`config.mk`:
```
export PLATFORM = sky130hd
export DESIGN_NAME = keypad_scan_ctrl
export DESIGN_NICKNAME = d
export VERILOG_FILES = /design/src/rtl/keypad_scan_ctrl.sv
export SDC_FILE = /design/constraint.sdc
export NUM_CORES = 1
export LEC_CHECK = 0
export ABC_AREA = 1
export CORE_ASPECT_RATIO = 1.75
export CORE_MARGIN = 4
export CORE_UTILIZATION = 35
export CTS_CLUSTER_SIZE = 14
export DETAILED_ROUTE_END_ITERATION = 8
export DONT_BUFFER_PORTS = 1
export GPL_TIMING_DRIVEN = 0
export SYNTH_ARGS = -nofsm -noshare
export SYNTH_HDL_FRONTEND = slang
export SYNTH_SLANG_ARGS = --single-unit
```
`constraint.sdc`:
```
create_clock -name clk -period 3.85 [get_ports clk]
set_input_delay 0.1925 -clock clk [delete_from_list [all_inputs] [get_ports clk]]
set_output_delay 0.1925 -clock clk [all_outputs]
set_load 0.01 [all_outputs]
```
`src/rtl/keypad_scan_ctrl.sv`:
```
// Matrix-keypad scanner with frame-level debounce and a valid/ready key-event port.
// Optional seven-segment echo of the last accepted key is enabled by defining KEYPAD_SSD_EN.
module keypad_scan_ctrl #(
   parameter int ROWS           = 4,
   parameter int COLS           = 3,
   parameter int SCAN_DIV       = 208333,
   parameter int DEBOUNCE_SCANS = 4,
   localparam int KW            = $clog2(ROWS*COLS)
) (
   input  logic            clk,
   input  logic            rst_n,
   input  logic [COLS-1:0] col_in,
   output logic [ROWS-1:0] row_drv,
   output logic            key_valid,
   output logic [KW-1:0]   key_code,
   input  logic            key_ready,
   output logic            key_held,
   output logic            overrun
`ifdef KEYPAD_SSD_EN
   ,
   output logic [7:0]      dig,
   output logic [7:0]      ssd
`endif
);

   localparam int PW = $clog2(SCAN_DIV);
   localparam int RW = $clog2(ROWS);
   localparam int CW = $clog2(DEBOUNCE_SCANS + 1);

   typedef enum logic [1:0] {S_IDLE, S_DEBOUNCE, S_PRESSED, S_RELEASE} state_t;

   logic [COLS-1:0] r_col_meta, r_col_sync;
   logic [PW-1:0]   r_presc;
   logic [RW-1:0]   r_row_idx;
   logic [ROWS-1:0] r_row_drv;
   logic            r_found;
   logic [KW-1:0]   r_found_code;
   state_t          r_state;
   logic [KW-1:0]   r_cand;
   logic [CW-1:0]   r_cnt;
   logic            r_key_valid, r_key_held, r_overrun;
   logic [KW-1:0]   r_key_code;

   logic            w_tick, w_last_row, w_frame, w_row_hit;
   logic [KW-1:0]   w_col_first, w_code_here, w_res_code;
   logic            w_acc_found, w_res_found, w_same_key, w_cnt_done, w_emit;

   // NOTE: sequential state always uses non-blocking assignments so every flop samples pre-edge values.
   always_ff @(posedge clk or negedge rst_n) begin
      if (!rst_n) begin
         r_col_meta <= '0;
         r_col_sync <= '0;
      end else begin
         r_col_meta <= col_in;
         r_col_sync <= r_col_meta;
      end
   end

   assign w_tick     = (r_presc == PW'(SCAN_DIV - 1));
   assign w_last_row = (r_row_idx == RW'(ROWS - 1));
   assign w_frame    = w_tick && w_last_row;

   always_ff @(posedge clk or negedge rst_n) begin
      if (!rst_n) begin
         r_presc   <= '0;
         r_row_idx <= '0;
         r_row_drv <= ROWS'(1);
      end else if (w_tick) begin
         r_presc <= '0;
         if (w_last_row) begin
            r_row_idx <= '0;
            r_row_drv <= ROWS'(1);
         end else begin
            r_row_idx <= r_row_idx + RW'(1);
            r_row_drv <= {r_row_drv[ROWS-2:0], 1'b0};
         end
      end else begin
         r_presc <= r_presc + PW'(1);
      end
   end

   // NOTE: every signal driven here gets a default first, so no latch can be inferred.
   always_comb begin
      w_row_hit   = |r_col_sync;
      w_col_first = '0;
      for (int c = COLS - 1; c >= 0; c--) begin
         if (r_col_sync[c]) w_col_first = KW'(c);
      end
   end

   // Rows are scanned in ascending order, so the first hit in a frame is the lowest code.
   assign w_code_here = KW'(r_row_idx) * KW'(COLS) + w_col_first;
   assign w_acc_found = (r_row_idx != '0) && r_found;
   assign w_res_found = w_acc_found || w_row_hit;
   assign w_res_code  = w_acc_found ? r_found_code : w_code_here;
   assign w_same_key  = w_res_found && (w_res_code == r_cand);
   assign w_cnt_done  = (int'(r_cnt) + 1) >= DEBOUNCE_SCANS;

   always_ff @(posedge clk or negedge rst_n) begin
      if (!rst_n) begin
         r_found      <= 1'b0;
         r_found_code <= '0;
      end else if (w_tick) begin
         r_found      <= w_res_found;
         r_found_code <= w_res_code;
      end
   end

   always_comb begin
      w_emit = 1'b0;
      if (w_frame) begin
         case (r_state)
            S_IDLE:     w_emit = w_res_found && (DEBOUNCE_SCANS == 1);
            S_DEBOUNCE: w_emit = w_same_key && w_cnt_done;
            default:    w_emit = 1'b0;
         endcase
      end
   end

   always_ff @(posedge clk or negedge rst_n) begin
      if (!rst_n) begin
         r_state     <= S_IDLE;
         r_cand      <= '0;
         r_cnt       <= '0;
         r_key_held  <= 1'b0;
         r_key_valid <= 1'b0;
         r_key_code  <= '0;
         r_overrun   <= 1'b0;
      end else begin
         r_overrun <= 1'b0;
         if (w_frame) begin
            case (r_state)
               S_IDLE: begin
                  if (w_res_found) begin
                     r_cand <= w_res_code;
                     r_cnt  <= CW'(1);
                     if (DEBOUNCE_SCANS == 1) begin
                        r_state    <= S_PRESSED;
                        r_key_held <= 1'b1;
                     end else begin
                        r_state <= S_DEBOUNCE;
                     end
                  end
               end
               S_DEBOUNCE: begin
                  if (!w_res_found) begin
                     r_state <= S_IDLE;
                  end else if (w_same_key) begin
                     r_cnt <= r_cnt + CW'(1);
                     if (w_cnt_done) begin
                        r_state    <= S_PRESSED;
                        r_key_held <= 1'b1;
                     end
                  end else begin
                     r_cand <= w_res_code;
                     r_cnt  <= CW'(1);
                  end
               end
               S_PRESSED: begin
                  if (!w_same_key) begin
                     r_state <= S_RELEASE;
                     r_cnt   <= CW'(1);
                  end
               end
               default: begin
                  if (!w_res_found) begin
                     if (w_cnt_done) begin
                        r_state    <= S_IDLE;
                        r_key_held <= 1'b0;
                     end else begin
                        r_cnt <= r_cnt + CW'(1);
                     end
                  end else if (w_same_key) begin
                     r_state <= S_PRESSED;
                  end else begin
                     r_cnt <= CW'(1);
                  end
               end
            endcase
         end

         // A consumer stalling with an event pending loses the newer event, never the older one.
         if (w_emit && r_key_valid && !key_ready) begin
            r_overrun <= 1'b1;
         end else if (w_emit) begin
            r_key_valid <= 1'b1;
            r_key_code  <= w_res_code;
         end else if (r_key_valid && key_ready) begin
            r_key_valid <= 1'b0;
         end
      end
   end

   assign row_drv   = r_row_drv;
   assign key_valid = r_key_valid;
   assign key_code  = r_key_code;
   assign key_held  = r_key_held;
   assign overrun   = r_overrun;

`ifdef KEYPAD_SSD_EN
   // Segment order {a,b,c,d,e,f,g,dp}, active-low; dp is always off.
   function automatic logic [7:0] glyph(input logic [KW-1:0] code);
      case (int'(code))
         0:       glyph = 8'b0000001_1;
         1:       glyph = 8'b1001111_1;
         2:       glyph = 8'b0010010_1;
         3:       glyph = 8'b0000110_1;
         4:       glyph = 8'b1001100_1;
         5:       glyph = 8'b0100100_1;
         6:       glyph = 8'b0100000_1;
         7:       glyph = 8'b0001111_1;
         8:       glyph = 8'b0000000_1;
         9:       glyph = 8'b0000100_1;
         10:      glyph = 8'b0001000_1;
         11:      glyph = 8'b1100000_1;
         12:      glyph = 8'b0110001_1;
         13:      glyph = 8'b1000010_1;
         14:      glyph = 8'b0110000_1;
         15:      glyph = 8'b0111000_1;
         default: glyph = 8'b1111110_1;
      endcase
   endfunction

   logic [7:0] r_ssd;

   always_ff @(posedge clk or negedge rst_n) begin
      if (!rst_n) begin
         r_ssd <= 8'hFF;
      end else if (r_key_valid && key_ready) begin
         r_ssd <= glyph(r_key_code);
      end
   end

   assign dig = 8'b0111_1111;
   assign ssd = r_ssd;
`endif

endmodule

```
; Word level (Yosys, flattened, before mapping)
; Cells that the tools add are included.
[op_classes]
add_sub_neg = 5
mul = 1
n_div = 0
magnitude_cmp = 1
eq_ne = 15
n_shift = 0
n_mux = 38
n_bitwise = 2
reduce_logical = 22
[op_table]
columns = cell, n
row1 = 4-bit 2-to-1 mux, 7
row2 = 2-bit 2-to-1 mux, 10
row3 = 18-bit by 1-bit adder with 18-bit output (second input constant), 1
row4 = 18-bit equality test (second input constant), 1
row5 = 18-bit 2-to-1 mux, 1
row6 = 3-bit 2-to-1 mux, 6
row7 = 1-bit 2-to-1 mux, 10
row8 = 2-bit inequality test (second input constant), 5
row9 = 3-bit one-hot mux with 3 select lines, 1
row10 = 4-bit one-hot mux with 2 select lines, 1
row11 = 1-bit logical AND, 7
row12 = 7-bit AND reduction, 1
row13 = 3-bit inequality test (second input constant), 2
row14 = 2-bit one-hot mux with 3 select lines, 1
row15 = 6-bit AND reduction, 1
row16 = 2-bit nonzero test, 3
row17 = 5-bit AND reduction, 1
row18 = 3-bit by 1-bit adder with 4-bit output (second input constant), 1
row19 = 4-bit adder, 1
row20 = 2-bit equality test (second input constant), 2
row21 = 4-bit equality test, 1
row22 = 4-bit by 3-bit greater-or-equal comparator with 1-bit output (second input constant), 1
row23 = 2-bit by 2-bit multiplier with 4-bit output (second input constant), 1
row24 = 4-bit by 1-bit inequality test with 1-bit output (second input constant), 1
row25 = 15 further kinds, 17
[totals]
register_bits = 51
latchBits = 0
ram_bits = 0
mem_bits_ro = 0
inputBits = 6
out_inout_bits = 11
n_memories = 0

; Logic depth before layout (Yosys ltp)
[logic_depth]
word_depth = 14
ltp_mapped = 18
ltp_nobuf = 18

; Worst setup path before layout
; Ideal clock, no wire load.
[synth_path]
path_type = reg2reg
start = register r_col_sync[0]
end = register r_cand[0]
setup_time_ps = 113
arrival_time_ps = 2630
required_time_ps = 3737
slack_ps = 1106
stages_incl_launch_ff = 18
path_buffers = 0
synth_period_minus_slack_ps = 2744
cell_sequence = dfrtp_1 > nor2_1 > nand2_1 > fa_1 > inv_1 > ha_1 > fa_1 > nand2_2 > nand3_1 > nand2_1 > nor2_4 > nand2_4 > nor2_8 > nand2_4 > nand4_2 > nand2_1 > nand2_1 > inv_1
[synth_between]
elab_chain_len = 7
word_cells_on_any_way = 15
[synth_rtl]
columns = item, line_no
row1 = from (decl), 32  ; logic [COLS-1:0] r_col_meta, r_col_sync;
row2 = from (signal assigned), 55  ; r_col_sync <= r_col_meta;
row3 = 4-bit 2-to-1 mux, 87  ; if (r_col_sync[c]) w_col_first = KW'(c);
row4 = 4-bit adder, 92  ; assign w_code_here = KW'(r_row_idx) * KW'(COLS) + w_col_first;
row5 = 4-bit 2-to-1 mux, 95  ; assign w_res_code = w_acc_found ? r_found_code : w_code_here;
row6 = 4-bit equality test, 96  ; assign w_same_key = w_res_found && (w_res_code == r_cand);
row7 = 1-bit logical AND, 96
row8 = 2-bit inequality test (no source line), -
row9 = 5-bit AND reduction (no source line), -
row10 = to (signal assigned), 135  ; r_cand <= w_res_code;
row11 = to (signal assigned), 155  ; r_cand <= w_res_code;
row12 = to (decl), 39  ; logic [KW-1:0] r_cand;
; Parallel ways exist; a longest one is shown, timed or not. The select of a mux whose other input is x is not followed.
; A chain may end at the register's enable or synchronous reset.

; Worst setup path in the final report
[layout_path]
start = register r_col_sync[0]
end = register r_cand[1]
; Same word-level chain as after synthesis.

==> qor.yml <==
power_and_ir_drop:
  leakagePower_nw: 1.616
  ir_worst_vdd_mv: 0.1434
  power.density_nw_per_um2: 312.7
clock_network:
  cts.sinks: 51
  cts_buffers: 5
  cts_setup_buffers: 0
  root_buffer: "clkbuf_16"
  cts_buffer_depth: 2
  ctsResizeCount: 0
  cts_tree: "yes"
  cts.clk_slew.worst_paths_ps: 70
  htree_num_levels: 2
  insertion_delay_ps: 290
drt:
  viasPerCell: 5.015
  drc: 0
  ant_nets: 0
  vias: 2327
  drtPass1Iterations: 4
  drtIter0Drc: 83
  wire_per_inst_um: 13.16
  wirelength_mm: 6.107
die:
  core_um2: 8258
  die_area_um2: 10030
  io_pins: 17
  die_h_um: 129.5
  rows: 44
  initial_utilization_pct: 35.77
  die_w_um: 77.45
timing:
  setup_viol: 0
  hold_violations: 0
  clock_skew_ps: 5.904
  worst_pin_slew_ps: 496.2
  period_share_pct: 78.52
  max_freq_mhz: 330.8
  rsz0062_at_grt: "false"
  finalSetupTns_ps: 0
  relSlewSlack_pct: 66.80
  fin_crit_ps: 3023
  final-max-slew-violation-count: 0
logic_synthesis:
  synthesis.area_um2: 2954
  synthMuxAreaShare_pct: 0
  synth-compound-area-share_pct: 8.725
  synthSimpleGateAreaFrac_pct: 32.53
  synthesis.nets: 378
  avgSynthCellArea_um2: 8.229
  synth_adder_area_share_pct: 6.014
  synth_cells: 359
  synth-xor-area-share_pct: 0.8895
  synthTopCellsByArea: "dfrtp_1 (42%), nand2_1 (9.4%), inv_1 (7.1%)"
  synth_seq_cells: 51
  synth_top_family_by_area: "simple AND/OR/NAND/NOR gates"
  seq_area_frac_synth_pct: 43.24
  yosysTopAreaCell: "dfrtp_1"
  ys_types: 41
  synth-edff-count: 0
  ys_warn_count: 0
  synthFlopType: "dfrtp_1"
  synth_async_sr_flop_share_pct: 100.0
  synth_top_area_share_pct: 42.35
final_layout:
  fill_cells: 862
  final_area_um2: 3284
  drive_gt1_share_pct: 11.56
  seqCellArea_um2: 1277
  nets: 390
  multi_input_area_um2: 1423
  diodes: 0
  area_delta_synth_final_pct: 11.18
placed_design:
  post-dp-hpwl_mm: 4.689
  place.gp.congestion: 0.8441
  numPortBuffers: 0
  postPlaceCellArea_um2: 3069
worst_setup_path:
  cp_max_fo: 7
  critPathRequiredTime_ps: 4040
  path_common_cell: "nand2_1"
  cpPeakStageDelay_ps: 490
  startpoint_type: "register"
  path_class: "reg -> reg"
  cp_cell_sequence: "nor2_1, nand2_1, fa_1, inv_1, ha_1, fa_1, inv_1, nand2_1, nand3_1, nand2_1, nor2_4, nand2_4, nor2_8, nand2_4, nand4_2, nand2_1, nand2_1, inv_1"
  critPathSlowestCell: "fa_1"
  critPathArrivalTime_ps: 3220
  crit_path_end_kind: "register"
global_routing:
  grt_pass1_wl_mm: 10.76
  grt_max_degree: 52
  grt_overflow: 0
  grtUsageMet1_pct: 13.43
  grtUsageMet3_pct: 2.643
  busiest_layer: "met2"
  use_met2_pct: 26.64
  track_usage_pct: 13.73
  antenna_found_initial: 0
  grt_pass1_vias: 2292
worst_hold_path:
  hold_path_class: "in -> reg"
run_status:
  status: "completed"
job:
  drv_cap: 0
## cell usage after synthesis (all sizes together), types with 2 or more instances
cell type,number
nand2,87
inv,58
dfrtp,50
nor2,42
nand3,25
o21ai,24
nand4,18
ha,11
a21oi,9
nor3,6
buf,5
a31oi,3
xor2,3
a22o,2
fa,2
nand3b,2
o211ai,2
## flip-flops by register name, summed over array words and instances, names as in the netlist, named ones only
register      cells
r_col_meta        3
r_row_idx         2
r_found_code      4
r_col_sync        3
row_drv           4
key_valid         1
r_cand            4
key_code          4
r_found           1
r_presc          18
r_state           1
key_held          1
overrun           1
r_cnt             3
## cell usage in the layout (no fill, tap or decap), types with 3 or more instances in the layout
cell | netlist | routed
nand2_1 | 74 | 74
nand2_4 | 5 | 5
o21ai_0 | 19 | 19
nand4_1 | 17 | 17
nand3_1 | 22 | 22
xor2_1 | 3 | 3
ha_1 | 11 | 11
inv_1 | 56 | 56
clkbuf_16 | 0 | 5
nor2_4 | 5 | 5
dlygate4sd3_1 | 0 | 4
o21ai_1 | 5 | 5
nand2_2 | 7 | 7
buf_2 | 3 | 3
nor3_1 | 6 | 6
a21oi_1 | 9 | 9
a31oi_1 | 3 | 3
dfrtp_1 | 50 | 50
nor2_1 | 34 | 34
## cell families (layout without fill, tap and decap cells)
family | count (synthesis) | count (layout)
adder cells (fa/ha/maj) | 13 | 13
AO/OA/AOI/OAI | 45 | 45
XOR/XNOR | 3 | 3
flip-flops | 51 | 51
AND/OR/NAND/NOR | 183 | 183
buffers and inverters | 64 | 77
## critical path, delay by kind of cell (launching register included)
kind / cells / cell delay, ps
flip-flops: 1 / 380
AND/OR/NAND/NOR: 12 / 1250
adder cells (fa/ha/maj): 3 / 1140
buffers and inverters: 3 / 150
## power breakdown
group          internal (W)  switching, W  total (W)
Sequential         0.000539    0.00000106   0.000540
Clock              0.000243      0.000204   0.000447
Combinational     0.0000135     0.0000263  0.0000398
## repair_timing
item                                    4_1_cts  5_1_grt
hold buffers                                  5        0
endpoints found under the hold margin        54        0
endpoints found under the setup margin        0        0
## final timing paths
path	from	end	slack, ps	cells past startpoint
setup reg to reg	r_col_sync[0]	r_cand[1]	830	18
max in group asynchronous	rst_n	row_drv[0]	3170	2
setup / recovery	r_col_sync[0]	r_cand[1]	830	18
min in group asynchronous	rst_n	r_row_idx[0]	410	2
hold reg to reg	r_col_meta[0]	r_col_sync[0]	350	0
hold / removal	key_ready	overrun	170	3
## routing by layer
layer	part of all wire, %	vias up
li1	-	1188
met3	2.3	14
met4	2.6	0
met2	58	33
met5	0	-
met1	37	1092
## metrics by stage
stage | power [W] | instances | worst slack, ps | util (%) | hold slack (ps)
final | 0.001027 | 464 | 827.0 | 39.77 | 172.9
after global routing | 0.001076 | 464 | 586.5 | 39.77 | 183.6
after CTS | 0.001046 | 464 | 802.4 | 39.77 | 173.2
after detailed placement | 0.0005737 | 451 | 801.5 | 37.17 | -101.6
after global placement | 0.0005732 | 451 | 874.6 | 37.17 | -101.4
after floorplan | 0.0005694 | 359 | 1106 | - | -103.1
## layout make-up
type | instances | area share, %
clock inverters | 3 | 0.6857
well taps | 92 | 3.505
multi-input cells | 244 | 43.31
flip-flops and latches | 51 | 38.90
clock buffers | 5 | 3.810
plain buffers | 5 | 0.9143
inverters | 59 | 6.819
repair buffers | 5 | 2.057
No activity file was read; power rests on OpenSTA's default activity.
